<file path="src/rtl/mips_pkg.sv">
// Shared MIPS definitions: word width, opcodes, instruction classes and
// the fetch-stage types used by the instruction fetch unit and its queue.
package mips_pkg;

    localparam int WORD_W   = 32;
    localparam int OPCODE_W = 6;

    localparam logic [OPCODE_W-1:0] OP_ADD   = 6'b000000;
    localparam logic [OPCODE_W-1:0] OP_SUB   = 6'b000001;
    localparam logic [OPCODE_W-1:0] OP_AND   = 6'b000010;
    localparam logic [OPCODE_W-1:0] OP_OR    = 6'b000011;
    localparam logic [OPCODE_W-1:0] OP_SLT   = 6'b000100;
    localparam logic [OPCODE_W-1:0] OP_MUL   = 6'b000101;
    localparam logic [OPCODE_W-1:0] OP_LW    = 6'b001000;
    localparam logic [OPCODE_W-1:0] OP_SW    = 6'b001001;
    localparam logic [OPCODE_W-1:0] OP_ADDI  = 6'b001010;
    localparam logic [OPCODE_W-1:0] OP_SUBI  = 6'b001011;
    localparam logic [OPCODE_W-1:0] OP_SLTI  = 6'b001100;
    localparam logic [OPCODE_W-1:0] OP_BNEQZ = 6'b001101;
    localparam logic [OPCODE_W-1:0] OP_BEQZ  = 6'b001110;
    localparam logic [OPCODE_W-1:0] OP_HLT   = 6'b111111;

    typedef enum logic [2:0] {
        IT_RR_ALU,
        IT_RM_ALU,
        IT_LOAD,
        IT_STORE,
        IT_BRANCH,
        IT_HALT,
        IT_INVALID
    } instr_type_t;

    typedef enum logic [1:0] {
        FETCH,
        STALL,
        HALTED
    } fetch_state_t;

    typedef struct packed {
        logic [WORD_W-1:0] ir;
        logic [WORD_W-1:0] npc;
    } fetch_entry_t;

    function automatic instr_type_t instr_type_of(input logic [OPCODE_W-1:0] op);
        instr_type_t t;
        t = IT_INVALID;
        case (op)
            OP_ADD, OP_SUB, OP_AND, OP_OR, OP_SLT, OP_MUL: t = IT_RR_ALU;
            OP_ADDI, OP_SUBI, OP_SLTI:                      t = IT_RM_ALU;
            OP_LW:                                          t = IT_LOAD;
            OP_SW:                                          t = IT_STORE;
            OP_BNEQZ, OP_BEQZ:                              t = IT_BRANCH;
            OP_HLT:                                         t = IT_HALT;
            default:                                        t = IT_INVALID;
        endcase
        return t;
    endfunction

endpackage

</file>
<file path="src/rtl/mips_fetch_fifo.sv">
// Prefetch queue between instruction fetch and decode: DEPTH entries of
// {ir, npc}, synchronous flush that overrides push and pop.
module mips_fetch_fifo
    import mips_pkg::*;
#(
    parameter int DEPTH = 4
) (
    input  logic                    clk1,
    input  logic                    rst_n,
    input  logic                    flush,
    input  logic                    push,
    input  fetch_entry_t            push_data,
    input  logic                    pop,
    output fetch_entry_t            head,
    output logic [$clog2(DEPTH):0]  count,
    output logic                    full,
    output logic                    empty
);

    localparam int PTR_W = $clog2(DEPTH);
    localparam logic [PTR_W:0] DEPTH_C = (PTR_W + 1)'(DEPTH);

    fetch_entry_t     mem [DEPTH];
    logic [PTR_W-1:0] wr_ptr;
    logic [PTR_W-1:0] rd_ptr;
    logic             do_push;
    logic             do_pop;

    assign empty   = (count == '0);
    assign full    = (count == DEPTH_C);
    assign do_pop  = pop && !empty;
    // A push into a full queue is only legal when the head leaves on the same edge.
    assign do_push = push && (!full || do_pop);
    assign head    = mem[rd_ptr];

    always_ff @(posedge clk1 or negedge rst_n) begin
        if (!rst_n) begin
            wr_ptr <= '0;
            rd_ptr <= '0;
            count  <= '0;
        end else if (flush) begin
            wr_ptr <= '0;
            rd_ptr <= '0;
            count  <= '0;
        end else begin
            if (do_push) begin
                wr_ptr <= wr_ptr + 1'b1;
            end
            if (do_pop) begin
                rd_ptr <= rd_ptr + 1'b1;
            end
            case ({do_push, do_pop})
                2'b10:   count <= count + 1'b1;
                2'b01:   count <= count - 1'b1;
                default: count <= count;
            endcase
        end
    end

    always_ff @(posedge clk1) begin
        if (do_push && !flush) begin
            mem[wr_ptr] <= push_data;
        end
    end

endmodule

</file>
<file path="src/rtl/mips_ifetch.sv">
// Instruction fetch unit: issues one word fetch per cycle into a prefetch
// queue, handles taken-branch redirects, back-pressure stalls and halt.
module mips_ifetch
    import mips_pkg::*;
#(
    parameter int          DEPTH    = 4,
    parameter logic [31:0] RESET_PC = 32'h0000_0000
) (
    input  logic        clk1,
    input  logic        rst_n,
    output logic        imem_req,
    output logic [31:0] imem_addr,
    input  logic        imem_ack,
    input  logic [31:0] imem_rdata,
    input  logic        redirect,
    input  logic [31:0] redirect_pc,
    input  logic        halt,
    output logic        out_valid,
    output logic [31:0] out_ir,
    output logic [31:0] out_npc,
    input  logic        out_ready
);

    localparam int CNT_W = $clog2(DEPTH) + 1;
    localparam logic [CNT_W-1:0] DEPTH_C = CNT_W'(DEPTH);

    fetch_state_t      state_q;
    fetch_state_t      state_d;
    logic              req_q;
    logic              req_d;
    logic [WORD_W-1:0] addr_q;
    logic [WORD_W-1:0] addr_d;

    logic              flush;
    logic              push;
    logic              pop;
    fetch_entry_t      push_data;
    fetch_entry_t      head;
    logic [CNT_W-1:0]  count;
    logic [CNT_W-1:0]  count_next;
    logic              full;
    logic              empty;

    // A redirect wins over everything in flight, except that a halted core ignores it.
    assign flush     = redirect && (state_q != HALTED);
    assign out_valid = !empty;
    assign pop       = out_valid && out_ready && !flush;
    assign push      = req_q && imem_ack && !flush && (!full || pop);
    assign push_data = '{ir: imem_rdata, npc: addr_q + 32'd1};

    assign imem_req  = req_q;
    assign imem_addr = addr_q;
    assign out_ir    = out_valid ? head.ir  : '0;
    assign out_npc   = out_valid ? head.npc : '0;

    mips_fetch_fifo #(
        .DEPTH (DEPTH)
    ) u_fifo (
        .clk1      (clk1),
        .rst_n     (rst_n),
        .flush     (flush),
        .push      (push),
        .push_data (push_data),
        .pop       (pop),
        .head      (head),
        .count     (count),
        .full      (full),
        .empty     (empty)
    );

    always_comb begin
        count_next = count;
        if (flush) begin
            count_next = '0;
        end else begin
            if (push) begin
                count_next = count_next + 1'b1;
            end
            if (pop) begin
                count_next = count_next - 1'b1;
            end
        end
    end

    // Requesting stays on exactly while the queue will have a free slot after this edge.
    always_comb begin
        state_d = state_q;
        addr_d  = addr_q;
        case (state_q)
            HALTED: state_d = HALTED;
            default: begin
                if (halt) begin
                    state_d = HALTED;
                end else if (count_next < DEPTH_C) begin
                    state_d = FETCH;
                end else begin
                    state_d = STALL;
                end
            end
        endcase
        req_d = (state_d == FETCH);
        if (flush) begin
            addr_d = redirect_pc;
        end else if (push) begin
            addr_d = addr_q + 32'd1;
        end
    end

    always_ff @(posedge clk1 or negedge rst_n) begin
        if (!rst_n) begin
            state_q <= FETCH;
            req_q   <= 1'b0;
            addr_q  <= RESET_PC;
        end else begin
            state_q <= state_d;
            req_q   <= req_d;
            addr_q  <= addr_d;
        end
    end

endmodule

</file>
<file path="config.mk">
export PLATFORM = sky130hd
export DESIGN_NAME = mips_ifetch
export DESIGN_NICKNAME = d
export VERILOG_FILES = /design/src/rtl/mips_pkg.sv /design/src/rtl/mips_fetch_fifo.sv /design/src/rtl/mips_ifetch.sv
export SDC_FILE = /design/constraint.sdc
export NUM_CORES = 1
export LEC_CHECK = 0
export CORE_MARGIN = 8
export CORE_UTILIZATION = 55
export CTS_BUF_LIST = sky130_fd_sc_hd__clkbuf_4 sky130_fd_sc_hd__clkbuf_8
export DETAILED_ROUTE_END_ITERATION = 16
export MAX_ROUTING_LAYER = met4
export PLACE_DENSITY = 0.81
export SLEW_MARGIN = 20
export SYNTH_ARGS = -nofsm -noshare
export SYNTH_HDL_FRONTEND = slang
export SYNTH_SLANG_ARGS = --single-unit
</file>
<file path="constraint.sdc">
create_clock -name clk1 -period 9.9 [get_ports clk1]
set_input_delay 2.475 -clock clk1 [delete_from_list [all_inputs] [get_ports clk1]]
set_output_delay 2.475 -clock clk1 [all_outputs]
set_load 0.03 [all_outputs]
</file>
==> summary.md <==
| Metric | Value |
|---|---|
| Outcome | `complete, no violations` |
| Area of all placed cells without fillers | `0.0156 mm2` |
| Setup repair after global routing missed its margin | `no` |
| Final Power | `3.33 mW` |
| Library cells used by synthesis | `55` |
| Hold path startpoint | `u_fifo.rd_ptr[1]` |
| Data arrival time of the critical path | `3.46 ns` |
| Hold path cells | `2` |
| Number of gates resized after CTS | `0` |
| Share of async-settable or async-resettable flops after synthesis | `~14%` |
| Part of the power in the clock network | `between 30% and 40%` |
| Starting DRC count in detailed routing | `between 400 and 500` |
| Number of buffers added to fix hold violations after cts | `0` |
| Combinational Power Share | `26.2%` |
| Power density cells | `214 mW/mm2` |
| Routed via count | `7027` |
| Number of antenna-violating nets in the routed design | `0` |
| Clock-pin slew reported for the worst setup and hold paths after clock tree synthesis | `0.06 ns` |
| Required @ worst endpoint | `7.43 ns` |
| Overall track demand over capacity in global routing | `18.9%` |
| Largest cells by area after synthesis | `sky130_fd_sc_hd__edfxtp_1 61%, sky130_fd_sc_hd__mux4_2 11%, sky130_fd_sc_hd__dfrtp_1 8.3%` |
| Minimum setup slack among reg-to-reg paths | `6.99 ns` |
| Netlist Area Pre-Place | `approximately 0.013 mm2` |
| Area added between synthesis and finish | `22.7%` |
| Switching part of the total | `28.2%` |
| Syn_nets | `roughly 840` |
| Share of layout cells above drive strength 1 | `a little under a fifth` |
| Syn Area/Cell | `16.7 um2` |
| CTS tree | `built` |
| Antenna cell count | `0` |
| Initial standard-cell utilization of the core | `between 50% and 60%` |
| Worst setup slack after layout | `3.96 ns` |
| Final setup TNS | `0 ns` |
| Maximum number of pins on one net before global-route repair | `70` |
| Final hold violations | `0` |
| Maximum fanout encountered on the critical timing path | `45` |
| Number of enable-type register cells in the synthesized netlist | `256` |
| Number of buffers added for setup after CTS | `0` |
| CTS Buf Count | `48` |
| Post-detailed-route via-to-cell ratio | `5.59` |
| Cell chosen for the clock root | `sky130_fd_sc_hd__clkbuf_8` |
| Source-to-sink clock delay at the later pin of the worst-skew pair | `0.55 ns` |
| Clk buf depth | `3` |
| Number of ports placed on the die boundary | `168` |
| Aggregate routed wire length | `roughly 26000 um` |
| Area share of the largest cell type after synthesis | `60.6%` |
| Post-route fraction of the period consumed by the critical path | `60.0%` |
| Number of levels in the clock H-tree | `2` |
| Most frequent standard cell in the layout excluding fill and tap cells | `sky130_fd_sc_hd__edfxtp_1` |
| Register share of total power | `roughly 42%` |
| Worst R2R End | `u_fifo.mem[0][22]` |
| Antenna violations before repair | `0` |
| #FFs+latches synth | `~300` |
| Internal | `2.39 mW` |
| Synthesized instance count | `757` |
| Most used cells in the layout excluding fill and tap cells | `256 x sky130_fd_sc_hd__edfxtp_1, 166 x sky130_fd_sc_hd__clkdlybuf4s50_1, 65 x sky130_fd_sc_hd__and2_1, 64 x sky130_fd_sc_hd__mux4_2, 61 x sky130_fd_sc_hd__nand2_1` |
| Main flop type after synthesis | `sky130_fd_sc_hd__edfxtp_1` |
| Worst min path class | `flop to flop` |
| Max capacitance violation total | `0` |
| Area of the die | `0.0282 mm2` |
| Depth of the most critical reg-to-reg path | `6` |
| Final setup viols | `0` |
| Tightest Pin Transition | `1.04 ns` |
| Fill cell total of the finished layout | `1469` |
| First-pass detailed-route iteration total | `5` |
| Rel. slew slack | `a little under a third` |
| Placed wire-length estimate after detailed placement | `roughly 16000 um` |
| Sum of overflow across all layers after global routing | `0` |
| Power dissipated by switching net loads | `940 uW` |
| Maximum clock frequency | `0.168 GHz` |
| Largest area contributor in the synthesized netlist | `sky130_fd_sc_hd__edfxtp_1` |
| Leakage power figure | `5.51 nW` |
| Wire length of the first global-routing pass | `40800 um` |
| Clock Skew | `0.0255 ns` |
| Number of design rule violations left after detail routing | `0` |
| Worst r2r src | `imem_addr[0]` |
| Number of core rows | `55` |
| Kind of start point of the critical path | `flop` |
| Net count, final | `approximately 1000` |
| Worst hold path endpoint | `u_fifo.rd_ptr[1]` |
| Number of warnings issued by yosys | `0` |
| Max rail drop VDD | `0.000133 V` |
| Sequential-to-total area share from yosys stat | `roughly 69%` |
| Post-place setup slack | `4.42 ns` |
| Port Buffer Count | `around 170` |
| Cell area reported after detailed placement | `0.0146 mm2` |
| Final weighted congestion in routability-driven placement | `0.814` |
| Vias in the first global route | `7488` |
| Clock sink count | `approximately 300` |
| Tmin final | `~5.9 ns` |
| Detail-routed net length per standard cell | `between 20 and 25 um` |
| Height of the die | `168 um` |
| CP Capture Type | `output port` |
| Crit Path Class | `flop to output port` |
| Max-slew violations | `0` |
| Core Footprint | `0.0226 mm2` |
| X dimension of the die | `168 um` |
area by class of cell:
type	count	area, um2	share of cell area, %
Tap cell	285	357	2.29
Timing Repair Buffer	172	1720	11.0
Clock inverter	15	118	0.756
Sequential cell	298	8740	56.2
Multi-Input combinational cell	408	3730	24.0
Clock buffer	69	856	5.50
Inverter	9	33.8	0.217
cell families after synthesis:
kind of cell,count (synthesis),synth area share [%]
flops,298,68.9
xor+xnor,65,4.49
simple gates,219,9.99
fa+ha+maj,9,0.868
compound gates,48,2.20
mux,67,11.7
buf+inv,51,1.88
cell usage after synthesis, types with 3 or more instances:
cell	count
sky130_fd_sc_hd__inv_1	9
sky130_fd_sc_hd__nor2_1	21
sky130_fd_sc_hd__xor2_1	32
sky130_fd_sc_hd__xnor2_1	33
sky130_fd_sc_hd__clkbuf_1	20
sky130_fd_sc_hd__dfrtp_1	42
sky130_fd_sc_hd__a31oi_1	4
sky130_fd_sc_hd__o21ai_0	24
sky130_fd_sc_hd__nand2_1	61
sky130_fd_sc_hd__mux4_2	64
sky130_fd_sc_hd__and3_1	6
sky130_fd_sc_hd__nand3_2	5
sky130_fd_sc_hd__nor3_1	6
sky130_fd_sc_hd__ha_1	8
sky130_fd_sc_hd__nand3_1	17
sky130_fd_sc_hd__buf_2	12
sky130_fd_sc_hd__a21oi_1	5
sky130_fd_sc_hd__nand2b_1	3
sky130_fd_sc_hd__o21ai_1	6
sky130_fd_sc_hd__nand4_1	11
sky130_fd_sc_hd__edfxtp_1	256
sky130_fd_sc_hd__and2_1	66
sky130_fd_sc_hd__buf_1	5
worst max-delay path by stage:
stage	from	endpoint	slack, ns	depth (start not counted)
finish	u_fifo.rd_ptr[0]	out_npc[15]	3.96	4
global route	u_fifo.rd_ptr[0]	out_npc[17]	3.68	4
CTS	u_fifo.rd_ptr[0]	out_npc[17]	3.81	4
detailed placement	u_fifo.rd_ptr[0]	out_npc[17]	4.42	4
global placement	u_fifo.rd_ptr[0]	out_npc[30]	4.43	4
floorplan	out_ready	u_fifo.mem[0][0]	4.56	5
power by group through the flow:
stage               Sequential (mW)  Combinational [mW]  Clock [mW]
finish                         1.40               0.872        1.05
global placement               1.43               0.874           0
global route                   1.41               0.933        1.12
CTS                            1.40               0.888        1.07
floorplan                      1.40               0.611           0
detailed placement             1.43               0.886           0
worst max-delay path: stages, from the launching register on:
cell,delay (ns)
sky130_fd_sc_hd__dfrtp_4,0.71
sky130_fd_sc_hd__buf_4,0.78
sky130_fd_sc_hd__mux4_2,0.59
sky130_fd_sc_hd__and2_1,0.21
sky130_fd_sc_hd__clkdlybuf4s50_1,0.61
metal layers:
layer | GRT usage [%] | wire (um)
met5 | - | 0
met4 | 5.24 | 354
met3 | 4.63 | 1710
met2 | 29.8 | 12500
met1 | 24.4 | 11300
per-stage QoR:
stage	hold WS [ns]	cells	utilization, %
finish	0.544	1256	68.7
global route	0.582	1256	68.7
CTS	0.552	1255	68.6
detailed placement	0.546	1171	64.3
global placement	0.521	1171	64.3
floorplan	0.501	757	-
registers in the layout, summed over array words and instances (netlist names):
| signal | flops |
|---|---|
| imem_addr | 32 |
| imem_req | 1 |
| state_q | 2 |
| u_fifo.count | 3 |
| u_fifo.mem | 256 |
| u_fifo.rd_ptr | 2 |
| u_fifo.wr_ptr | 2 |
No activity file was read; power rests on OpenSTA's default activity.
